## src/rtl/pc_unit.sv

```systemverilog
// pc_unit: fetch-stage program counter with optional return-address stack.
//
// Holds the fetch PC and picks the next PC by priority:
//   trap > redirect > RAS return hit > sequential (or hold on stall).
// Trap and redirect update the PC even while PCWrite is low.
//
// Optional feature macro: PC_RAS_EN
//   defined   : circular RAS (RAS_DEPTH entries) supplies return predictions
//   undefined : no RAS; call/ret ignored, ras_valid/ras_count tied to 0
//
// Ports
//   clk          rising-edge clock
//   rst          asynchronous active-low reset
//   PCWrite      fetch advance enable (0 = stall)
//   trap         exception/interrupt, loads TRAP_VEC and flushes the RAS
//   redirect     resolved taken branch/jump
//   redirect_pc  redirect target (forced word aligned)
//   call         resolved call, pushes link_addr
//   link_addr    return address to push
//   ret          decoded return, requests a RAS prediction
//   pc           current fetch PC
//   pc_plus4     pc + 4 (modulo 2^W)
//   ras_valid    RAS holds at least one entry
//   ras_count    number of valid RAS entries

module pc_unit #(
    parameter int unsigned W         = 32,
    parameter logic [31:0] RESET_VEC = 32'h0000_0000,
    parameter logic [31:0] TRAP_VEC  = 32'h0000_0100,
    parameter int unsigned RAS_DEPTH = 4
) (
    input  logic                         clk,
    input  logic                         rst,
    input  logic                         PCWrite,
    input  logic                         trap,
    input  logic                         redirect,
    input  logic [W-1:0]                 redirect_pc,
    input  logic                         call,
    input  logic [W-1:0]                 link_addr,
    input  logic                         ret,
    output logic [W-1:0]                 pc,
    output logic [W-1:0]                 pc_plus4,
    output logic                         ras_valid,
    output logic [$clog2(RAS_DEPTH):0]   ras_count
);

    localparam logic [W-1:0] RESET_PC = W'(RESET_VEC);
    localparam logic [W-1:0] TRAP_PC  = W'(TRAP_VEC);

    logic [W-1:0] pc_q;
    logic [W-1:0] pc_d;
    logic         pop_c;
    logic [W-1:0] ras_top_c;

    assign pc       = pc_q;
    assign pc_plus4 = pc_q + W'(4);

`ifdef PC_RAS_EN
    localparam int unsigned PTR_W = $clog2(RAS_DEPTH);
    localparam int unsigned CNT_W = PTR_W + 1;
    localparam logic [CNT_W-1:0] CNT_FULL = CNT_W'(RAS_DEPTH);

    logic [W-1:0]     ras_mem [RAS_DEPTH];
    logic [PTR_W-1:0] top_q;
    logic [PTR_W-1:0] top_d;
    logic [CNT_W-1:0] cnt_q;
    logic [CNT_W-1:0] cnt_d;
    logic             push_c;
    logic             we_c;
    logic [PTR_W-1:0] waddr_c;

    assign push_c    = call & ~trap;
    assign pop_c     = ret & PCWrite & ras_valid & ~trap & ~redirect;
    assign ras_top_c = ras_mem[top_q];
    assign ras_valid = (cnt_q != '0);
    assign ras_count = cnt_q;

    // RAS pointer/count next state; a push when full wraps onto the oldest entry
    always_comb begin
        top_d   = top_q;
        cnt_d   = cnt_q;
        we_c    = 1'b0;
        waddr_c = top_q;
        if (trap) begin
            top_d = '0;
            cnt_d = '0;
        end else if (push_c && pop_c) begin
            // Return consumes the old top, the call replaces it in place
            we_c    = 1'b1;
            waddr_c = top_q;
        end else if (push_c) begin
            we_c    = 1'b1;
            waddr_c = top_q + PTR_W'(1);
            top_d   = top_q + PTR_W'(1);
            if (cnt_q != CNT_FULL) begin
                cnt_d = cnt_q + CNT_W'(1);
            end
        end else if (pop_c) begin
            top_d = top_q - PTR_W'(1);
            cnt_d = cnt_q - CNT_W'(1);
        end
    end

    // RAS pointer and count registers
    always_ff @(posedge clk or negedge rst) begin
        if (!rst) begin
            top_q <= '0;
            cnt_q <= '0;
        end else begin
            top_q <= top_d;
            cnt_q <= cnt_d;
        end
    end

    // RAS storage; contents need no reset because the count gates their use
    always_ff @(posedge clk) begin
        if (we_c) begin
            ras_mem[waddr_c] <= link_addr;
        end
    end
`else
    logic unused_ras_in;

    assign unused_ras_in = ^{call, link_addr, ret};
    assign pop_c         = 1'b0;
    assign ras_top_c     = '0;
    assign ras_valid     = 1'b0;
    assign ras_count     = '0;
`endif

    // Next-PC select
    always_comb begin
        pc_d = pc_q;
        if (trap) begin
            pc_d = TRAP_PC;
        end else if (redirect) begin
            pc_d = {redirect_pc[W-1:2], 2'b00};
        end else if (pop_c) begin
            pc_d = ras_top_c;
        end else if (PCWrite) begin
            pc_d = pc_plus4;
        end
    end

    // PC register
    always_ff @(posedge clk or negedge rst) begin
        if (!rst) begin
            pc_q <= RESET_PC;
        end else begin
            pc_q <= pc_d;
        end
    end

endmodule

```

## config.mk

```make
export PLATFORM = sky130hd
export DESIGN_NAME = pc_unit
export DESIGN_NICKNAME = d
export VERILOG_FILES = /design/src/rtl/pc_unit.sv
export SDC_FILE = /design/constraint.sdc
export NUM_CORES = 1
export LEC_CHECK = 0
export BUFFER_PORTS_ARGS = -buffer_cell sky130_fd_sc_hd__buf_2
export CAP_MARGIN = 40
export CORE_MARGIN = 4
export CORE_UTILIZATION = 49
export CTS_CLUSTER_SIZE = 12
export DETAILED_ROUTE_END_ITERATION = 10
export GPL_TIMING_DRIVEN = 1
export PLACE_DENSITY = 0.87
export SYNTH_ARGS = -nofsm -noshare
export SYNTH_HDL_FRONTEND = slang
export SYNTH_SLANG_ARGS = --single-unit
```

## constraint.sdc

```tcl
create_clock -name clk -period 3.1 [get_ports clk]
set_input_delay 0.155 -clock clk [delete_from_list [all_inputs] [get_ports clk]]
set_output_delay 0.155 -clock clk [all_outputs]
set_load 0.05 [all_outputs]
```

# ---- Word level (Yosys, flattened, before mapping)
# Index checks and enable logic that the tools add are counted.
dict set report totals {
  register_bits 32
  latch_bits 0
  ramBits 0
  romBits 0
  out_inout_bits 68
  wordCells 6
  memories 0
}
dict set report op_classes {
  addsub 1
  mul 0
  div 0
  n_lt_le_gt_ge 0
  n_eq_ne 0
  shift 0
  muxes 3
  bitwise 0
  reduce_logical 1
}
# op count
set op_table {}
lappend op_table {{2-to-1 mux 32 bit} 3}
lappend op_table {{adder 32 x 3 -> 32 bit (second input constant)} 1}
lappend op_table {{nonzero test 3 bit} 1}

# ---- Longest topological paths before layout
dict set report depth {
  word_depth 4
  ltp_mapped 7
  ltp_nobuf 5
}

# ---- Least setup slack after synthesis
# No wires, ideal clock.
dict set report synth_path {
  kind {flip-flop to output port}
  startpoint {register pc_q[12] (netlist: pc[12])}
  endpoint {output pc_plus4[27]}
  arrival_ns 2.778
  setup_slack_ns 0.167
  path_stages_with_launch 6
  path_cell_list {dfrtp_1 > buf_2 > nand3_1 > or3_4 > or4_1 > xnor2_1}
}
dict set report synth_via {
  elab_chain_cells 1
}
# item line
set synth_rtl {}
lappend synth_rtl {{start, declared} 50} ;# logic [W-1:0] pc_q;
lappend synth_rtl {{start signal, assigned} 150} ;# pc_q <= pc_d;
lappend synth_rtl {{adder 32 x 3 -> 32 bit} 56} ;# assign pc_plus4 = pc_q + W'(4);
lappend synth_rtl {{end, declared} 42} ;# output logic [W-1:0] pc_plus4,
# Every way passes these cells.

# ---- Final worst setup path
dict set report layout_path {
  startpoint {register pc_q[2] (netlist: pc[2])}
  endpoint {output pc_plus4[30]}
}
# The elaborated chain is that of the path after synthesis.

==> results.cfg <==
[die]
io_pins = 139
die_w_microns = 80.44
row_count = 26
die_area_sq_mm = 0.006471
initial_utilization = 0.5034
floorplan.die.height_microns = 80.44
core_sq_mm = 0.005107

[timing]
hold_violations = 0
fin_ws_ns = 0.2559
rsz0062_at_grt = false
setup_tns_ns = 0
period_minus_slack_ns = 2.844
skew_ns = 0.006359
fin_hold_ws_ns = 0.09182
setup_viol = 0
period_share = 0.9175
worst_pin_slew_ns = 0.7117
slew_headroom = 0.5255
clock.fmax_mhz = 351.6
slew_viol_final = 0

[setup_path]
r2r_setup_slack_ns = 0.47
startpoint_type = flop
worst_path_largest_cell_delay_ns = 0.47
path_cells = ha_1 > and4_1 > nand3_1 > nor4_1 > xor2_1 > buf_2
r2r_start = pc[2]$_DFFE_PN0P_
slowest_stage = dfrtp_1
crit_path_end_kind = output pin
r2r-end = pc[26]$_DFFE_PN0P_
path_delay_family = simple AND/OR/NAND/NOR gates
worstPathArrival_ns = 2.69
worstRegToRegCells = 5
crit_fanout = 9
critPathRequiredTime_ns = 2.94
crit_type = flop to output pin
crit_path_start = pc[2]$_DFFE_PN0P_
path_buf_inv = 1

[detailed_routing]
avgViaCountPerCell = 5.932
drt_first_pass_iters = 6
routed_wl_microns = 7695
drc = 0
first_iter_violations = 217
dr_total_vias = 2723
wire_per_inst_microns = 16.76
drtAntennaViolNets = 0

[yosys]
avgSynthCellArea_sq_um = 8.268
synthCells = 311
yosys.cell_types.count = 44
synth_edf_count = 0
yosys_most_used_dff = dfrtp_1
ys_ff_latch = 30
synth_seq_area_share = 0.2920
syn_area_sq_mm = 0.002571
synth_warnings = 0
synthArstFlopShare = 1.000

[cts]
htree_levels = 2
postCtsSetupBuffers = 0
cts.clk_slew.worst_paths_ns = 0.07
cts_sinks = 30
numCtsBuffers = 5
clk-insertion-delay-late_ns = 0.29
cts_buffer_depth = 2
cts_tree = done
root_buffer = clkbuf_8

[pwr]
leakagePower_nw = 1.355
power.density_mw_per_mm2 = 403.8
total_power_w = 0.001219
vdd_drop_max_v = 0.0001970

[final_layout]
regArea_sq_um = 750.7
fill_cells = 482
num_antenna_cells = 0
largest_reg_flops = 30
areaGrowthSynthToFinish_pct = 17.37
multiInputGateArea_sq_mm = 0.001567
post-route-util = 0.5909
nets = 460
drive_gt1_frac = 0.2802

[placed_design]
hpwl_microns = 5453
pre_cts_ws_ns = 0.5165
port_buffers = 94
globalplace.congestion = 0.8897

[run]
maxCapViolCount = 0

[global_route]
grt_start_max_net_pins = 37
grt_pass1_wl_microns = 12150
grt_pass1_vias = 2428
grt_usage = 0.2435
grt_overflow = 0
antenna_found_initial = 0

[min_path]
hold_depth = 3
worstHoldStart = redirect_pc[20]
worstHoldPathType = input pin to flop
hold_end = pc[20]$_DFFE_PN0P_

[run_status]
status = complete, no violations
layout by cell type (no fill, tap or decap), drive strengths merged, types with 2 or more instances in the layout:
cell	instances
nor2b	2
nand2	24
and2	6
o31ai	9
nor3	8
a21oi	4
clkbuf	7
a311oi	14
dfrtp	30
nor3b	3
o21ai	7
and3	8
and4	5
mux2i	2
nor2	33
xor2	17
a211oi	6
nor4	6
xnor2	20
clkinv	2
inv	6
or4	12
buf	96
conb	8
nand3	18
a2111oi	2
nand4	14
or3	11
a22oi	2
kinds of logic (layout without fill, tap and decap cells):
| kind of cell | count (synthesis) | in the layout | synth area share |
|---|---|---|---|
| AOI/OAI and AO/OA | 48 | 48 | 0.1411 |
| adders and majority gates | 1 | 1 | 0.004865 |
| and+or+nand+nor | 151 | 151 | 0.3178 |
| other | 1 | 8 | 0.001458 |
| DFF | 30 | 30 | 0.2920 |
| muxes | 2 | 2 | 0.007786 |
| xor gates and xnor gates | 37 | 37 | 0.1260 |
| buffers and inverters | 41 | 112 | 0.1090 |
synthesized netlist by cell type, drive strengths merged (4+ instances only):
master | instances | area [sq um]
nor2 | 33 | 123.9
a211oi | 6 | 45.04
inv | 6 | 22.52
nand4 | 14 | 93.84
buf | 20 | 131.4
and3 | 8 | 52.55
a21oi | 4 | 20.02
a311oi | 14 | 122.6
clkbuf | 14 | 122.6
nor4 | 6 | 37.54
or4 | 12 | 90.09
and2 | 6 | 38.79
xnor2 | 20 | 175.2
and4 | 5 | 45.04
or3 | 11 | 73.82
o31ai | 9 | 67.56
xor2 | 17 | 148.9
nor3 | 8 | 40.04
dfrtp | 30 | 750.7
o21ai | 7 | 35.03
nand3 | 18 | 90.09
nand2 | 24 | 90.09
how the worst max path moves through the flow:
stage                          to  cells after the start
2_1_floorplan        pc_plus4[27]                      5
3_5_place_dp   pc[26]$_DFFE_PN0P_                      5
6_report             pc_plus4[30]                      6
4_1_cts              pc_plus4[30]                      6
5_1_grt              pc_plus4[30]                      6
3_3_place_gp   pc[26]$_DFFE_PN0P_                      5
per-layer routing:
layer | part of all wire | routed length (microns) | track usage | vias up
met1 | 0.41 | 3184 | 0.3215 | 1261
met5 | 0 | 0 | 0 | -
li1 | - | - | - | 1275
met2 | 0.47 | 3612 | 0.3916 | 164
met4 | 0.023 | 176 | 0.07770 | 0
met3 | 0.094 | 721 | 0.05717 | 23
power by group:
part,total [W],internal (W),switching [W]
sequential,0.000473,0.000417,0.0000558
combinational,0.000410,0.0000995,0.000310
clock,0.000336,0.000179,0.000157
stage by stage:
stage | cells | area (sq um)
finish | 459 | 3018
global route | 459 | 3018
CTS | 459 | 3018
detailed placement | 450 | 2917
global placement | 450 | 2917
floorplan | 318 | 2597
worst register-to-register path: cells and delay by family (launching register included):
family / cells / cell delay [ns]
AO/OA/AOI/OAI: 1 / 0.29
AND/OR/NAND/NOR: 3 / 1.47
adder cells (fa/ha/maj): 1 / 0.30
flip-flops: 1 / 0.47
what timing repair did:
action	4_1_cts	5_1_grt
gates resized for setup	0	0
endpoints found under the hold margin	30	0
hold buffers	1	0
cell type report:
class / count / area share
clock buffer: 7 / 0.02861
sequential: 30 / 0.2488
tap: 70 / 0.02902
inverter: 7 / 0.008706
clock inverter: 1 / 0.001658
timing repair buffer: 97 / 0.1642
multi-input combinational: 247 / 0.5191
(Power assumes the default switching activity.)
